File: config.mk
export PLATFORM = sky130hd
export DESIGN_NAME = seg_edit_ctrl
export DESIGN_NICKNAME = d
export VERILOG_FILES = /design/src/rtl/seg_pkg.sv /design/src/rtl/btn_debounce.sv /design/src/rtl/seg_edit_ctrl.sv
export SDC_FILE = /design/constraint.sdc
export NUM_CORES = 1
export LEC_CHECK = 0
export ABC_AREA = 1
export BUFFER_PORTS_ARGS = -buffer_cell sky130_fd_sc_hd__buf_2
export CAP_MARGIN = 25
export CORE_MARGIN = 2
export CORE_UTILIZATION = 30
export DETAILED_ROUTE_END_ITERATION = 12
export GPL_TIMING_DRIVEN = 0
export PLACE_DENSITY = 0.48
export REMOVE_ABC_BUFFERS = 1
export SYNTH_ARGS = -nofsm -noshare
export SYNTH_HDL_FRONTEND = slang
export SYNTH_SLANG_ARGS = --single-unit
File: constraint.sdc
create_clock -name clk -period 3.5 [get_ports clk]
set_clock_uncertainty 0.1 [all_clocks]
set_input_delay 0.35 -clock clk [delete_from_list [all_inputs] [get_ports clk]]
set_output_delay 0.35 -clock clk [all_outputs]
set_load 0.02 [all_outputs]
File: src/rtl/seg_pkg.sv
// Shared types and constants for the 7-segment edit controller.
package seg_pkg;

  typedef enum logic [2:0] {IDLE, EDIT0, EDIT1, EDIT2, EDIT3} state_e;

  // Active-low codes, bit order {dp,g,f,e,d,c,b,a}; dp is always off.
  localparam logic [7:0] SEG_CODE [10] = '{
    8'hC0, 8'hF9, 8'hA4, 8'hB0, 8'h99, 8'h92, 8'h82, 8'hF8, 8'h80, 8'h90
  };
  localparam logic [7:0] SEG_BLANK = 8'hFF;
  localparam logic [3:0] SEL_OFF   = 4'b1111;

  function automatic logic [7:0] seg_decode(input logic [3:0] d);
    logic [7:0] code;
    if (d > 4'd9) begin
      code = SEG_BLANK;
    end else begin
      code = SEG_CODE[d];
    end
    return code;
  endfunction

endpackage

File: src/rtl/btn_debounce.sv
// Raw push-button conditioning: 2-FF synchronizer, debounce counter, rising-edge press pulse.
module btn_debounce #(
  parameter int unsigned DEBOUNCE = 250000
) (
  input  logic clk,
  input  logic nRst,
  input  logic btn,
  output logic press
);

  localparam int unsigned CntW = (DEBOUNCE > 1) ? $clog2(DEBOUNCE) : 1;
  localparam logic [CntW-1:0] CntMax = CntW'(DEBOUNCE - 1);

  logic            sync1_q, sync2_q;
  logic [1:0]      vld_q;
  logic [CntW-1:0] cnt_q, cnt_d;
  logic            lvl_q, lvl_d, lvl_prev_q;
  logic            armed_q;

  always_ff @(posedge clk or negedge nRst) begin
    if (!nRst) begin
      sync1_q    <= 1'b0;
      sync2_q    <= 1'b0;
      vld_q      <= 2'b00;
      cnt_q      <= '0;
      lvl_q      <= 1'b0;
      lvl_prev_q <= 1'b0;
      armed_q    <= 1'b0;
    end else begin
      sync1_q    <= btn;
      sync2_q    <= sync1_q;
      vld_q      <= {vld_q[0], 1'b1};
      cnt_q      <= cnt_d;
      lvl_q      <= lvl_d;
      lvl_prev_q <= lvl_q;
      // Only arm once the synchronized input has genuinely been seen low, so a
      // button held through reset cannot produce a press.
      armed_q    <= armed_q | (vld_q[1] & ~sync2_q);
    end
  end

  always_comb begin
    cnt_d = '0;
    lvl_d = lvl_q;
    if (sync2_q != lvl_q) begin
      if (cnt_q == CntMax) begin
        lvl_d = sync2_q;
      end else begin
        cnt_d = cnt_q + 1'b1;
      end
    end
  end

  assign press = lvl_q & ~lvl_prev_q & armed_q;

endmodule

File: src/rtl/seg_edit_ctrl.sv
// 4-digit multiplexed 7-segment controller with button-driven BCD digit editing and blink.
module seg_edit_ctrl
  import seg_pkg::*;
#(
  parameter int unsigned SCAN_DIV  = 25000,
  parameter int unsigned DEBOUNCE  = 250000,
  parameter int unsigned BLINK_DIV = 6250000
) (
  input  logic        clk,
  input  logic        nRst,
  input  logic        inc,
  input  logic        nxt,
  output logic [7:0]  seg_dat,
  output logic [3:0]  seg_sel,
  output logic [15:0] digits,
  output logic        editing
);

  localparam int unsigned ScanW  = (SCAN_DIV > 1) ? $clog2(SCAN_DIV) : 1;
  localparam int unsigned BlinkW = (BLINK_DIV > 1) ? $clog2(BLINK_DIV) : 1;
  localparam logic [ScanW-1:0]  ScanMax  = ScanW'(SCAN_DIV - 1);
  localparam logic [BlinkW-1:0] BlinkMax = BlinkW'(BLINK_DIV - 1);

  logic              inc_p, nxt_p;
  logic [ScanW-1:0]  scan_cnt_q;
  logic [1:0]        slot_q;
  logic [BlinkW-1:0] blink_cnt_q;
  logic              phase_q;
  state_e            state_q, state_d;
  logic [3:0][3:0]   digit_q, digit_d;
  logic [7:0]        seg_dat_q, seg_dat_d;
  logic [3:0]        seg_sel_q, seg_sel_d;
  logic              edit_act;
  logic [1:0]        edit_idx;

  btn_debounce #(.DEBOUNCE(DEBOUNCE)) u_inc_db (
    .clk   (clk),
    .nRst  (nRst),
    .btn   (inc),
    .press (inc_p)
  );

  btn_debounce #(.DEBOUNCE(DEBOUNCE)) u_nxt_db (
    .clk   (clk),
    .nRst  (nRst),
    .btn   (nxt),
    .press (nxt_p)
  );

  always_ff @(posedge clk or negedge nRst) begin
    if (!nRst) begin
      scan_cnt_q  <= '0;
      slot_q      <= 2'd0;
      blink_cnt_q <= '0;
      phase_q     <= 1'b0;
      state_q     <= IDLE;
      digit_q     <= '0;
      seg_dat_q   <= SEG_BLANK;
      seg_sel_q   <= SEL_OFF;
    end else begin
      if (scan_cnt_q == ScanMax) begin
        scan_cnt_q <= '0;
        slot_q     <= slot_q + 2'd1;
      end else begin
        scan_cnt_q <= scan_cnt_q + 1'b1;
      end
      if (blink_cnt_q == BlinkMax) begin
        blink_cnt_q <= '0;
        phase_q     <= ~phase_q;
      end else begin
        blink_cnt_q <= blink_cnt_q + 1'b1;
      end
      state_q   <= state_d;
      digit_q   <= digit_d;
      seg_dat_q <= seg_dat_d;
      seg_sel_q <= seg_sel_d;
    end
  end

  always_comb begin
    state_d  = state_q;
    digit_d  = digit_q;
    edit_act = 1'b0;
    edit_idx = 2'd0;
    unique case (state_q)
      IDLE: begin
        if (nxt_p) state_d = EDIT0;
      end
      EDIT0: begin
        edit_act = 1'b1;
        edit_idx = 2'd0;
        if (nxt_p) state_d = EDIT1;
      end
      EDIT1: begin
        edit_act = 1'b1;
        edit_idx = 2'd1;
        if (nxt_p) state_d = EDIT2;
      end
      EDIT2: begin
        edit_act = 1'b1;
        edit_idx = 2'd2;
        if (nxt_p) state_d = EDIT3;
      end
      EDIT3: begin
        edit_act = 1'b1;
        edit_idx = 2'd3;
        if (nxt_p) state_d = IDLE;
      end
      default: state_d = IDLE;
    endcase
    // nxt takes priority; a coincident inc is dropped.
    if (edit_act && inc_p && !nxt_p) begin
      digit_d[edit_idx] = (digit_q[edit_idx] >= 4'd9) ? 4'd0 : digit_q[edit_idx] + 4'd1;
    end
  end

  always_comb begin
    seg_sel_d = ~(4'b1000 >> slot_q);
    if (edit_act && phase_q && (slot_q == edit_idx)) begin
      seg_dat_d = SEG_BLANK;
    end else begin
      seg_dat_d = seg_decode(digit_q[slot_q]);
    end
  end

  assign seg_dat = seg_dat_q;
  assign seg_sel = seg_sel_q;
  assign digits  = {digit_q[0], digit_q[1], digit_q[2], digit_q[3]};
  assign editing = (state_q != IDLE);

endmodule

==> summary.md <==
| Metric | Value |
|---|---|
| Hold Path Depth | `0` |
| Slew @ Worst Pin | `0.7181 ns` |
| Max stage delay on crit path | `a little over 0.5 ns` |
| Post-DR vias/cell | `approximately 4.5` |
| Fin crit share | `between 70% and 80%` |
| Syn Std Cell Area | `around 0.0063 mm²` |
| Dpl hpwl | `roughly 11,000 µm` |
| Slew HR | `~52%` |
| Outcome | `finished clean` |
| Root buffer cell | `clkbuf_16` |
| Vert. Die Dim | `around 150 µm` |
| Max_cap viols | `0` |
| Yosys Warn Count | `0` |
| Number of global-route vias before repair | `approximately 5,000` |
| Register bit total from synthesis | `about 120` |
| Row cnt | `between 50 and 60` |
| CTS sink cnt | `between 100 and 150` |
| WL/cell | `~13 µm` |
| # diodes | `0` |
| CP startpoint kind | `register` |
| FILL cells | `2,193` |
| WHS Endpoint | `u_inc_db.vld_q[1]$_DFF_PN0_` |
| Flop pwr share | `around 45%` |
| Total GRT Usage | `between 10% and 20%` |
| Bufs on Longest Clock Path | `2` |
| Core area | `0.02089 mm²` |
| H-tree levels | `4` |
| Final ANT Viol Nets | `0` |
| Slew Viols, Final | `0` |
| Final wirelength | `14,500 µm` |
| Syn Area/Cell | `7.865 µm²` |
| Leakage | `3.479 nW` |
| Peak supply drop | `between 150 and 200 µV` |
| Hold Crit Class | `register to register` |
| Reg2Reg Depth | `10` |
| Die ar. | `around 0.022 mm²` |
| CP dominant cell by count | `inv_1` |
| Final Hold Vio Count | `0` |
| First-pass GRT wire length | `roughly 25,000 µm` |
| CP cell instances | `inv_1, nand2_1, a32oi_1, inv_1, ha_1, o21ai_0, nand3_1, nand2_1, inv_1, o211ai_1` |
| Crit-path max FO | `12` |
| CTS tree | `done` |
| CTS Buf Count | `17` |
| F_max | `398.0 MHz` |
| Commonest non-fill, non-tap cell in the layout | `nand2_1` |
| Starting Density | `30.39%` |
| Top delay family on crit path | `compound AO/OA/AOI/OAI gates` |
| FF-to-FF setup slack | `approximately 0.99 ns` |
| Fin worst setup slack | `around 0.99 ns` |
| Worst r2r src | `slot_q[0]$_DFFE_PN0N_` |
| Syn Inst Count | `between 800 and 900` |
| Pin count of the biggest net entering global routing | `61` |
| Clk_lat worst skew | `roughly 0.42 ns` |
| Slowest CP cell | `dfrtp_1` |
| Die X | `approximately 150 µm` |
| Worst Hold Launch | `u_nxt_db.vld_q[0]$_DFF_PN0_` |
| Sequential cell area fraction in the yosys report | `between 40 and 50%` |
| WS Path Type | `register to register` |
| CP endpoint kind | `register` |
| Cts hold-fix bufs | `3` |
| Power Dens Cells | `approximately 420 mW/mm²` |
| Power after layout | `between 3 and 4 mW` |
| Post-Place Worst Slack | `a little under 1 ns` |
| RSZ-0062 raised after global routing | `no` |
| Fin Setup TNS | `0 ns` |
| Port Buf Inserts | `31` |
| Final min period | `about 2.5 ns` |
| Worst-path clk slew | `approximately 0.060 ns` |
| Count of cells resized by post-cts repair | `0` |
| GPL Wtd Cong | `approximately 0.83` |
| Detailed Route Iter0 Violations | `roughly 320` |
| Post-CTS setup repair buffer count | `0` |
| CP required | `roughly 3.7 ns` |
| Switching Fraction | `a little over a fifth` |
| Post-synthesis cell type count | `36` |
| 1st-pass router iterations | `7` |
| FF-to-FF End | `seg_dat[4]$_DFF_PN1_` |
| Switch Pwr | `approximately 0.67 mW` |
| Nets@finish | `~880` |
| I/O Pins | `33` |
| Worst path bufs/invs | `3` |
| CP arrival | `roughly 2.8 ns` |
| Internal cell power | `2.461 mW` |
| Aggregate global routing overflow | `0` |
| Final setup violation count | `0` |
| Combinational Power Share | `1.8%` |
| Most frequent cells in the layout | `nand2_1 (169), inv_1 (116), nor2_1 (113)` |
| Area growth from synthesis to final layout | `17.07%` |
| Layout cells sized above 1 | `about a tenth` |
| Total number of vias | `between 5,000 and 6,000` |
| Initial antenna violation count | `0` |
| Clk network pwr share | `around 54%` |
| DRC | `0` |
## power by group through the flow
stage,Sequential [mW],Combinational (mW),Clock [mW]
4_1_cts,1.39,0.0592,1.73
6_report,1.39,0.0550,1.68
3_3_place_gp,1.42,0.0513,0
2_1_floorplan,1.42,0.0162,0
3_5_place_dp,1.42,0.0563,0
5_1_grt,1.39,0.0662,1.79
## layer usage
layer / part of all wire (%) / global-route usage, % / up-vias
li1: - / - / 2708
met1: 52 / 19.44 / 2372
met2: 44 / 21.22 / 89
met3: 3.4 / 3.323 / 12
met4: 1.2 / 4.619 / 0
met5: 0 / 0 / -
## sequential cells by signal (all words and copies together) (netlist names), 3 cells and up
register / cells
blink_cnt_q: 23
u_nxt_db.cnt_q: 18
seg_dat: 7
digits: 16
state_q: 3
seg_sel: 4
u_inc_db.cnt_q: 18
scan_cnt_q: 15
## how the worst max path moves through the flow
stage / end / startpoint / slack, ns / cells past startpoint
5_1_grt: seg_dat[4]$_DFF_PN1_ / slot_q[0]$_DFFE_PN0N_ / 0.71 / 10
6_report: seg_dat[4]$_DFF_PN1_ / slot_q[0]$_DFFE_PN0N_ / 0.99 / 10
2_1_floorplan: digits[13]$_DFFE_PN0P_ / state_q[1]$_DFFE_PN0P_ / 1.44 / 12
4_1_cts: seg_dat[4]$_DFF_PN1_ / slot_q[0]$_DFFE_PN0N_ / 0.98 / 10
3_3_place_gp: u_nxt_db.cnt_q[17]$_DFF_PN0_ / nRst / 0.32 / 1
3_5_place_dp: seg_dat[4]$_DFF_PN1_ / slot_q[0]$_DFFE_PN0N_ / 0.99 / 10
## worst register-to-register path: cells and delay by family, from the launching register on
kind	cells	cell delay [ns]
adder cells (fa/ha/maj)	1	0.24
flip-flops	1	0.51
AO/OA/AOI/OAI	3	0.71
buffers and inverters	3	0.60
AND/OR/NAND/NOR	3	0.27
## cells by family after synthesis
family | Yosys count | synth area share (%)
AO/OA/AOI/OAI | 55 | 4.889
XOR/XNOR | 34 | 4.692
adder cells (fa/ha/maj) | 16 | 3.154
buffers and inverters | 126 | 7.747
flip-flops | 119 | 47.13
other | 1 | 0.05908
AND/OR/NAND/NOR | 456 | 32.33
## layout make-up
type / count / area (µm²) / area share, %
well taps: 275 / 344.1 / 4.630
inverters: 119 / 446.7 / 6.011
flip-flops and latches: 119 / 2992 / 40.26
clock inverters: 9 / 103.9 / 1.398
clock buffers: 23 / 457.9 / 6.163
multi-input cells: 563 / 2868 / 38.59
repair buffers: 35 / 219.0 / 2.947
## stage by stage
step | hold slack [ns] | cell area, µm² | std cells | utilization [%]
final | 0.2509 | 7431 | 1143 | 35.57
after global routing | 0.2625 | 7431 | 1143 | 35.57
after CTS | 0.2558 | 7431 | 1143 | 35.57
after detailed placement | 0.2434 | 6839 | 1108 | 32.74
after global placement | 0.2330 | 6805 | 1107 | 32.58
after floorplan | -0.04559 | 6306 | 801 | -
## synth_stat cells, drive strengths merged
| library cell | number | area, µm² |
|---|---|---|
| nand3 | 71 | 370.4 |
| a21oi | 15 | 75.07 |
| dfstp | 11 | 289.0 |
| a31o | 2 | 17.52 |
| buf | 4 | 33.78 |
| o21ai | 27 | 135.1 |
| clkinv | 2 | 7.510 |
| a31oi | 2 | 12.51 |
| nor4 | 11 | 68.82 |
| xor2 | 28 | 245.2 |
| conb | 1 | 3.750 |
| nand2 | 171 | 646.9 |
| nand4 | 26 | 162.7 |
| clkbuf | 3 | 11.26 |
| nand3b | 6 | 45.04 |
| nor2 | 121 | 474.2 |
| dfrtp | 108 | 2703 |
| ha | 16 | 200.2 |
| a32oi | 2 | 17.52 |
| nor3 | 38 | 205.2 |
| xnor2 | 6 | 52.55 |
| o21bai | 4 | 30.03 |
| and3 | 3 | 18.77 |
| o211ai | 3 | 22.52 |
| nor3b | 3 | 22.52 |
| inv | 117 | 439.2 |
| or2 | 6 | 37.54 |
Power figures use the tool's default switching activity.
